File: src/rtl/dds_pkg.sv
// Shared definitions for the DDS coefficient path: default widths, PROM
// latency, the sequencer state encoding and the coefficient PROM contents.
package dds_pkg;

  localparam int DATA_W_DEF = 48;
  localparam int RD_LAT_DEF = 2;

  typedef enum logic [2:0] {
    ST_IDLE  = 3'd0,
    ST_ISSUE = 3'd1,
    ST_WAIT  = 3'd2,
    ST_HOLD  = 3'd3,
    ST_DONE  = 3'd4
  } seq_state_e;

  // Coefficient word stored at PROM address a: tag, address, inverted address.
  function automatic logic [DATA_W_DEF-1:0] rom_word(input logic [15:0] a);
    return {16'hC0EF, a, ~a};
  endfunction

endpackage

File: src/rtl/coef_seq.sv
// Coefficient block sequencer: fetches len_i consecutive PROM words starting
// at base_i and presents them one at a time on a valid/ready handshake.
module coef_seq
  import dds_pkg::*;
#(
  parameter int ADDR_W = 4,
  parameter int DATA_W = DATA_W_DEF,
  parameter int RD_LAT = RD_LAT_DEF
) (
  input  logic              Fg_CLK,
  input  logic              RESETn,
  input  logic              start_i,
  input  logic [ADDR_W-1:0] base_i,
  input  logic [ADDR_W:0]   len_i,
  output logic              prom_ce_o,
  output logic              prom_oce_o,
  output logic              prom_reset_o,
  output logic [ADDR_W-1:0] prom_ad_o,
  input  logic [DATA_W-1:0] prom_dout_i,
  output logic [DATA_W-1:0] coef_o,
  output logic [ADDR_W-1:0] coef_idx_o,
  output logic              coef_valid_o,
  input  logic              coef_ready_i,
  output logic              busy_o,
  output logic              done_o
);

  localparam int CNT_W = $clog2(RD_LAT + 1);
  localparam logic [CNT_W-1:0]  CNT_LAST = CNT_W'(RD_LAT - 1);
  localparam logic [CNT_W-1:0]  CNT_ONE  = CNT_W'(1);
  localparam logic [ADDR_W:0]   REM_ONE  = (ADDR_W+1)'(1);
  localparam logic [ADDR_W-1:0] ADR_ONE  = ADDR_W'(1);

  seq_state_e        state_r, state_s;
  logic [ADDR_W-1:0] addr_r, addr_s;
  logic [ADDR_W-1:0] idx_r, idx_s;
  logic [ADDR_W:0]   remain_r, remain_s;
  logic [CNT_W-1:0]  cnt_r, cnt_s;
  logic [DATA_W-1:0] coef_r, coef_s;
  logic              ce_r, valid_r, busy_r, done_r;

  // Next-state and datapath update; remain_r counts words still to transfer.
  always_comb begin
    state_s  = state_r;
    addr_s   = addr_r;
    idx_s    = idx_r;
    remain_s = remain_r;
    cnt_s    = cnt_r;
    coef_s   = coef_r;
    case (state_r)
      ST_IDLE: begin
        if (start_i) begin
          if (len_i == '0) begin
            state_s = ST_DONE;
          end else begin
            state_s  = ST_ISSUE;
            addr_s   = base_i;
            idx_s    = '0;
            remain_s = len_i;
          end
        end else begin
          state_s = ST_IDLE;
        end
      end
      ST_ISSUE: begin
        state_s = ST_WAIT;
        cnt_s   = '0;
      end
      ST_WAIT: begin
        if (cnt_r == CNT_LAST) begin
          coef_s  = prom_dout_i;
          state_s = ST_HOLD;
        end else begin
          cnt_s = cnt_r + CNT_ONE;
        end
      end
      ST_HOLD: begin
        if (coef_ready_i) begin
          if (remain_r > REM_ONE) begin
            addr_s   = addr_r + ADR_ONE;
            idx_s    = idx_r + ADR_ONE;
            remain_s = remain_r - REM_ONE;
            state_s  = ST_ISSUE;
          end else begin
            state_s = ST_DONE;
          end
        end else begin
          state_s = ST_HOLD;
        end
      end
      ST_DONE: state_s = ST_IDLE;
      default: state_s = ST_IDLE;
    endcase
  end

  // State, datapath and registered handshake outputs, decoded from the next state.
  always_ff @(posedge Fg_CLK) begin
    if (!RESETn) begin
      state_r  <= ST_IDLE;
      addr_r   <= '0;
      idx_r    <= '0;
      remain_r <= '0;
      cnt_r    <= '0;
      coef_r   <= '0;
      ce_r     <= 1'b0;
      valid_r  <= 1'b0;
      busy_r   <= 1'b0;
      done_r   <= 1'b0;
    end else begin
      state_r  <= state_s;
      addr_r   <= addr_s;
      idx_r    <= idx_s;
      remain_r <= remain_s;
      cnt_r    <= cnt_s;
      coef_r   <= coef_s;
      ce_r     <= (state_s == ST_ISSUE);
      valid_r  <= (state_s == ST_HOLD);
      busy_r   <= (state_s == ST_ISSUE) || (state_s == ST_WAIT) || (state_s == ST_HOLD);
      done_r   <= (state_s == ST_DONE);
    end
  end

  assign prom_ce_o    = ce_r;
  assign prom_oce_o   = RESETn;
  assign prom_reset_o = ~RESETn;
  assign prom_ad_o    = addr_r;
  assign coef_o       = coef_r;
  assign coef_idx_o   = idx_r;
  assign coef_valid_o = valid_r;
  assign busy_o       = busy_r;
  assign done_o       = done_r;

endmodule

File: config.mk
export PLATFORM = sky130hd
export DESIGN_NAME = coef_seq
export DESIGN_NICKNAME = d
export VERILOG_FILES = /design/src/rtl/dds_pkg.sv /design/src/rtl/coef_seq.sv
export SDC_FILE = /design/constraint.sdc
export NUM_CORES = 1
export LEC_CHECK = 0
export BUFFER_PORTS_ARGS = -buffer_cell sky130_fd_sc_hd__buf_2
export CORE_ASPECT_RATIO = 1.4
export CORE_MARGIN = 10
export CORE_UTILIZATION = 41
export DETAILED_ROUTE_END_ITERATION = 10
export GPL_ROUTABILITY_DRIVEN = 0
export PLACE_DENSITY = 0.73
export SETUP_SLACK_MARGIN = 0.5
export SLEW_MARGIN = 10
export SYNTH_ARGS = -nofsm -noshare
export SYNTH_HDL_FRONTEND = slang
export SYNTH_SLANG_ARGS = --single-unit
File: constraint.sdc
create_clock -name Fg_CLK -period 1.7 [get_ports Fg_CLK]
set_clock_uncertainty 0.2 [all_clocks]
set_input_delay 0.255 -clock Fg_CLK [delete_from_list [all_inputs] [get_ports Fg_CLK]]
set_output_delay 0.255 -clock Fg_CLK [all_outputs]
set_load 0.01 [all_outputs]
# Word level (Yosys, flattened, before mapping)
# Index checks and enable logic that the tools add are counted.
[word_totals]
input_bits = 61
output_inout_bits = 62
reg_bits = 70
[op_classes]
bitwise_logic = 1
eq_ne = 13
magnitude_cmp = 1
muxes = 23
addsub = 4
reduce_logical = 9
[op_table]
columns = ["cell", "count"]
rows = [
  ["4-bit 2-to-1 mux", 8],
  ["5-bit 2-to-1 mux", 4],
  ["4-bit case mux with 2 select lines", 2],
  ["3-bit 2-to-1 mux", 5],
  ["3-bit by 2-bit equality test with 1-bit output (second input constant)", 4],
  ["3-bit case mux with 4 select lines", 1],
  ["2-bit inequality test (second input constant)", 5],
  ["5-bit case mux with 2 select lines", 1],
  ["4-bit by 1-bit adder with 4-bit output (second input constant)", 2],
  ["3-bit by 1-bit equality test with 1-bit output (second input constant)", 2],
  ["5-bit by 1-bit greater-than comparator with 1-bit output (second input constant)", 1],
  ["5-bit logical NOT", 1],
  ["5-bit AND reduction", 1],
  ["5-bit by 1-bit subtractor with 5-bit output (second input constant)", 1],
  ["2-bit case mux with 2 select lines", 1],
  ["2-bit AND reduction", 2],
  ["2-bit nonzero test", 2],
  ["3-bit equality test (second input constant)", 1],
  ["3-bit logical NOT", 1],
  ["2-bit by 1-bit adder with 2-bit output (second input constant)", 1],
  ["2-bit by 1-bit equality test with 1-bit output (second input constant)", 1],
  ["1-bit logical OR", 2],
  ["2-bit 2-to-1 mux", 1],
  ["1-bit inverter", 1],
]

# Depth between registers and ports, before layout
# Gate-level depths: netlist of the first run.
[logic_depth]
ltp_word = 7
depth_mapped = 7
mapped_depth_nobuf = 6

# Worst setup path before layout of the first run
# Ideal clock, no wire load.
[synth_path]
path_kind = "reg2reg"
from = "register remain_r[1]"
to = "register idx_r[3], in the netlist coef_idx_o[3]"
setup_slack_ns = -0.109
setup_ns = 0.074
path_stages_with_launch = 8
period_less_slack_ns = 1.809
arrival_ns = 1.535
n_path_buf = 1
cell_sequence = "dfxtp_1 > inv_1 > ha_1 > o21bai_1 > a21o_1 > buf_6 > or3_1 > a31oi_1"
[synth_via]
elab_chain_len = 3
[synth_rtl]
columns = ["item", "line_no", "text"]
rows = [
  ["from (decl)", "coef_seq.sv:37", "logic [ADDR_W:0] remain_r, remain_s;"],
  ["from (signal assigned)", "coef_seq.sv:113", "remain_r <= remain_s;"],
  ["5-bit by 1-bit greater-than comparator with 1-bit output", "coef_seq.sv:79", "if (remain_r > REM_ONE) begin"],
  ["2-bit inequality test (no source line)", "n/a", ""],
  ["5-bit AND reduction (no source line)", "n/a", ""],
  ["to (signal assigned)", "coef_seq.sv:112", "idx_r <= idx_s;"],
  ["to (decl)", "coef_seq.sv:36", "logic [ADDR_W-1:0] idx_r, idx_s;"],
]
# No other way between the ends.
# A chain may end at the register's enable or synchronous reset.

# Worst setup path after layout of the first run
[layout_path]
from = "register state_r[1]"
to = "register remain_r[4]"
[layout_via]
elab_chain_len = 3
[layout_rtl]
columns = ["item", "line_no", "text"]
rows = [
  ["from (decl)", "coef_seq.sv:34", "seq_state_e state_r, state_s;"],
  ["from (signal assigned)", "coef_seq.sv:110", "state_r <= state_s;"],
  ["3-bit by 2-bit equality test with 1-bit output or 3-bit logical NOT (tied branches)", "coef_seq.sv:50", "case (state_r)"],
  ["2-bit inequality test (no source line) or 2-bit nonzero test (tied branches)", "n/a", ""],
  ["5-bit AND reduction (no source line)", "n/a", ""],
]
# Parallel ways exist; a longest one is shown, timed or not.

==> metrics, run 1 <==
status complete, but fails checks; failing checks setup timing; Die X-Extent approximately 90 um; CP peak stage delay 0.36 ns; Lkg Pwr 2.29 nW; average cell area after synthesis approximately 8 um^2; setup slack, reg-to-reg -0.06 ns; area grow syn2layout 92.0%; H-tree Lvls 3; metal2 WL between 7000 and 8000 um; share of the synthesized area in the top cell type 47.6%; Highest Clock Rate 0.567 GHz; hold slack slightly below 0.06 ns; fin cells 670; worst-margin pin slew 0.341 ns; pre-CTS WS -0.0847 ns; Vias per Instance about 5.4; CP startpoint kind register; synth unique cells 46; CTS Buf Count 9; IO buf count 122; Crit-path slowest cell dfxtp_4; Post-DRT Antenna Nets 0; Root Buffer clkbuf_8; HPWL Detailed 6670 um; Synth Warn # 0; Reg power frac between 40 and 50%; fillers 368; Via Count 3,635; initial DRC count 136; Worst EP required about 1.7 ns; DR top layer met4; gr ovfl total 0; FF+latch count, synth 70; total core area 0.00698 mm^2; Max Cap Viol 0; I/O pin count 123; die height about 120 um; first-pass GRT wire length 18,800 um; Gate power share about 20%; CP Class register to register; crit share post-route 104%; EDFF count, synth 0; wire length per cell 20.2 um; die area ~0.011 mm^2; pwr dens 670 mW/mm^2; antenna violations before repair 1; met3 routed WL 850 um; Sink Count 70; Setup WS post-layout -0.0634 ns; Post-synth ARST share 0%; Total GRT Usage 21.2%; Pint ~2.8 mW; Worst-Skew Late Latency between 0.3 and 0.4 ns; commonest register cell after synthesis dfxtp_1; # DRC 0; most frequent cell after synthesis nand2_1; largest net degree at the start of global routing 44; Initial Util 42.2%; vias in the first global route 3,706; syn nets 424; Tot Pwr 3.79 mW; Max Slew Vio Count 0; Synth area leader dfxtp_1; Sw Share 26.4%; worst path arrival time between 1.5 and 2 ns; CP max FO 4; RSZ-0062 raised after global routing yes; synthesized area 0.00294 mm^2; Sequential cell area 0.00150 mm^2; Worst-path clk slew 0.07 ns; top post-synthesis cells by area dfxtp_1 48%, nand2_1 14%, a21oi_1 12%; sequential area share after synthesis 47.6%; Clock Power Share around 34%; placed cell count 579; cells after synthesis 358; Metal-1 WL 4450 um; Hold Fails Final Rpt 0; layout net count approximately 640; CP Cell Sequence nor4b_4 > a21bo_4 > buf_4 > a21oi_2 > o32ai_2; drt total wl roughly 14,000 um; worst-case vdd ir drop 0.538 mV; drt pass-1 iters 4; relative slew slack 77.1%; Multi-input gate area 0.00172 mm^2; final setup vio count 28; CTS tree yes; Post-synth top cells 110 x nand2_1, 70 x dfxtp_1, 68 x a21oi_1, 12 x clkbuf_1, 7 x buf_2; Final min period between 1.5 and 2 ns; worst min path class input port to register; crit end category register; placement row count 36; Max Buffers Root-to-Sink 2; Net Switching about 1.0 mW; fraction of layout cells with a size suffix above 1 58.5%
power groups by stage:
| stage | Clock [mW] | Combinational (mW) | Sequential (mW) |
|---|---|---|---|
| 6_report | 1.28 | 0.777 | 1.73 |
| 5_1_grt | 1.37 | 0.827 | 1.74 |
| 4_1_cts | 1.29 | 0.677 | 1.73 |
| 3_5_place_dp | 0 | 0.497 | 1.76 |
| 3_3_place_gp | 0 | 0.491 | 1.76 |
| 2_1_floorplan | 0 | 0.264 | 1.78 |
flip-flops by register name, summed over array words and instances, names as in the netlist:
| signal | cells |
|---|---|
| state_r | 3 |
| remain_r | 5 |
| cnt_r | 2 |
| coef_valid_o | 1 |
| prom_ad_o | 4 |
| prom_ce_o | 1 |
| coef_idx_o | 4 |
| done_o | 1 |
| busy_o | 1 |
| coef_o | 48 |
worst paths after layout:
| kind | from | cells past startpoint | end |
|---|---|---|---|
| worst min-delay path | RESETn | 3 | state_r[0] |
| worst max-delay path | state_r[1] | 5 | remain_r[4] |
| worst min register to register | cnt_r[1] | 2 | cnt_r[1] |
| worst max register to register | state_r[1] | 5 | remain_r[4] |
timing repair:
item,4_1_cts,5_1_grt
gates resized for setup,149,55
gates cloned,3,4
setup endpoints to repair,131,131
hold buffers,48,0
pin swaps,6,16
buffers inserted,14,6
endpoints found under the hold margin,48,0
layout by cell type (no fill, tap or decap), types with 3 or more instances in the layout:
| cell type | n |
|---|---|
| nor2_1 | 4 |
| buf_2 | 63 |
| a31oi_1 | 3 |
| o32ai_2 | 6 |
| a21oi_1 | 28 |
| inv_1 | 3 |
| ha_1 | 3 |
| clkbuf_16 | 4 |
| o22ai_1 | 3 |
| a21oi_2 | 39 |
| buf_12 | 3 |
| buf_6 | 64 |
| dfxtp_4 | 5 |
| dfxtp_2 | 60 |
| nand3_1 | 5 |
| clkbuf_8 | 13 |
| dfxtp_1 | 5 |
| buf_16 | 3 |
| dlygate4sd3_1 | 48 |
| nand2_1 | 106 |
| buf_4 | 43 |
| nand2_2 | 4 |
| mux2i_1 | 3 |
routing by layer:
layer / track usage [%] / up-vias
li1: - / 1652
met1: 19.5 / 1709
met2: 40.1 / 204
met3: 5.33 / 70
met4: 14.0 / 0
met5: 0 / -
critical path, delay by kind of cell (launching register included):
| family | cells | cell delay, ns |
|---|---|---|
| AO/OA/AOI/OAI | 3 | 0.54 |
| flip-flops | 1 | 0.36 |
| AND/OR/NAND/NOR | 1 | 0.36 |
| buffers and inverters | 1 | 0.17 |
area by class of cell:
| class | count | share of cell area (%) |
|---|---|---|
| Inverter | 6 | 0.487 |
| Antenna cell | 1 | 0.0443 |
| Clock buffer | 15 | 3.30 |
| Timing Repair Buffer | 229 | 37.1 |
| Tap cell | 95 | 2.10 |
| Multi-Input combinational cell | 254 | 30.5 |
| Sequential cell | 70 | 26.5 |
through the flow:
| stage | area [um^2] | setup TNS, ns | utilization, % |
|---|---|---|---|
| final | 5650 | -0.729 | 80.9 |
| after global routing | 5650 | -5.00 | 80.9 |
| after CTS | 5280 | -0.0347 | 75.6 |
| after detailed placement | 3880 | -2.15 | 55.5 |
| after global placement | 3880 | -0.309 | 55.5 |
| after floorplan | 3070 | -0.112 | - |
kinds of logic (layout without fill, tap and decap cells):
| group | after synthesis | count (layout) | share of synthesized area (%) |
|---|---|---|---|
| AOI/OAI and AO/OA | 100 | 100 | 21.0 |
| adders and majority gates | 5 | 5 | 2.13 |
| buffers and inverters | 34 | 250 | 5.78 |
| DFF | 70 | 70 | 47.6 |
| muxes | 4 | 4 | 1.36 |
| other | 0 | 1 | 0 |
| and+or+nand+nor | 145 | 145 | 22.2 |
No activity file was read; power rests on OpenSTA's default activity.
==> inputs of run 2 (changes only) <==
--- a/config.mk
+++ b/config.mk
@@ -6,7 +6,7 @@
 export NUM_CORES = 1
 export LEC_CHECK = 0
 export BUFFER_PORTS_ARGS = -buffer_cell sky130_fd_sc_hd__buf_2
-export CORE_ASPECT_RATIO = 1.4
+export CORE_ASPECT_RATIO = 0.9
 export CORE_MARGIN = 10
 export CORE_UTILIZATION = 41
 export DETAILED_ROUTE_END_ITERATION = 10
==> run 2 against run 1 <==
The flow still finishes with violations (setup timing). Sequential power about the same. Highest routed layer unchanged. Critical path type unchanged. Wire length is 14% lower. Clock power rose by 5%. Sequential share of layout area is 1.6 points higher. Final cell count is 1.9% lower. Flip-flop and latch count unchanged. Critical path depth rose by 1. First-iteration DRC count rose by 27%. Non-clock buffer count decreased by 12. Hold slack improved by 0.024 ns. Via count shrank 7.6%. Global-route usage shrank 2.2 points.
==> metrics, run 2 (synthesis gave the netlist of run 1 again) <==
status complete, but fails checks; failing checks setup timing; depth of the worst register-to-register path 6; area grow syn2layout 80.5%; Die X-Extent 109 um; worst path arrival time 1.87 ns; die height between 100 and 150 um; Tot Pwr ~3.8 mW; # DRC 0; final setup TNS -0.880 ns; crit share post-route 106%; CP max FO 5; Lkg Pwr 2.16 nW; most frequent cells in the layout 110 x nand2_1, 65 x buf_2, 63 x buf_6, 60 x dfxtp_2, 59 x a21oi_1; Final min period ~1.8 ns; Total GRT Usage 19.0%; die area roughly 0.011 mm^2; worst-margin pin slew 0.334 ns; worst min path class input port to register; CP startpoint kind register; Vias per Instance 5.11; Sink Count 70; IO buf count 122; CTS Buf Count 9; setup slack, reg-to-reg -0.1 ns; fin area 0.00531 mm^2; wire length per cell 17.8 um; worst flop-to-flop path startpoint remain_r[1]; WHS Path Cells 3; initial DRC count 173; gr ovfl total 0; worst-case vdd ir drop ~0.56 mV; Setup WS post-layout -0.0987 ns; Largest register FFs 48; first-pass GRT wire length about 17,000 um; most common cell after layout, fill and taps aside nand2_1; layout net count 624; Worst-Skew Late Latency approximately 0.35 ns; pwr dens slightly above 700 mW/mm^2; HPWL Detailed around 6400 um; I/O pin count 123; Worst setup startpoint remain_r[1]; Via Count about 3,400; final setup vio count 40; pre-CTS WS -0.101 ns; H-tree Lvls 3; drt total wl 11,700 um; fraction of layout cells with a size suffix above 1 between 50% and 60%; hold wc startpoint len_i[1]; Max Cap Viol 0; Initial Util between 40% and 50%; vias in the first global route 3,386; Root Buffer clkbuf_8; total core area 0.00700 mm^2; relative slew slack about 78%; RSZ-0062 raised after global routing yes; largest net degree at the start of global routing 49; CTS tree yes; Highest Clock Rate 0.556 GHz; Max Slew Vio Count 0; Max Buffers Root-to-Sink 2; drt pass-1 iters 4; crit end category register; placement row count 29; Worst-path clk slew 0.08 ns; dpl cell area ~0.0039 mm^2; post-layout util 75.9%; Post-DRT Antenna Nets 0; Worst EP required 1.77 ns; Hold Fails Final Rpt 0; CP Class register to register; antenna violations before repair 0
run 2: changes by cell type in the layout (fill, tap and decap cells not counted), sizes merged:
| cell | before | now |
|---|---|---|
| diode | 1 | 2 |
| buf | 177 | 167 |
| inv | 6 | 7 |
| clkinv | 0 | 1 |
| clkbuf | 19 | 12 |
| bufinv | 0 | 1 |
| clkinvlp | 0 | 2 |
run 2: final cells by class:
class | count | area (um^2)
fill | 457 | 1690
multi-input combinational | 254 | 1570
clock buffer | 10 | 138
inverter | 6 | 27.5
timing repair buffer | 217 | 1910
antenna | 2 | 5.00
tap | 93 | 116
clock inverter | 5 | 58.8
sequential | 70 | 1490
run 2: critical path, stage by stage, from the launching register on:
cell and delay (ns):
dfxtp_4 0.36, inv_4 0.04, ha_4 0.14, o21bai_4 0.18, a21o_4 0.25, or3_1 0.38, a31oi_1 0.18
run 2: metal layers:
metal,track usage (%),share of wire (%),vias up
li1,-,-,1626
met1,19.8,37,1597
met2,34.3,53,110
met3,6.53,7.4,27
met4,7.10,3.1,0
met5,0,0,-
run 2: final timing paths:
kind	end
worst max-delay path	coef_idx_o[3]
worst min-delay path	remain_r[1]
worst max register to register	coef_idx_o[3]
worst min register to register	coef_o[35]
run 2: power breakdown:
group          internal (mW)  switching, mW
Clock                  0.711          0.643
Combinational          0.401          0.331
Sequential              1.69         0.0430
run 2: per-stage QoR:
| stage | cells | hold slack [ns] |
|---|---|---|
| floorplan | 358 | 0.191 |
| global placement | 575 | 0.238 |
| detailed placement | 575 | 0.243 |
| CTS | 643 | 0.0234 |
| global route | 655 | 0.0763 |
| finish | 657 | 0.0823 |
run 2: what timing repair did:
action	in CTS	in global routing
setup endpoints to repair	131	130
pin swaps	7	11
cloned	0	2
hold endpoints to repair	48	0
resized for setup	141	15
buffers inserted	5	10
hold buffers	48	0
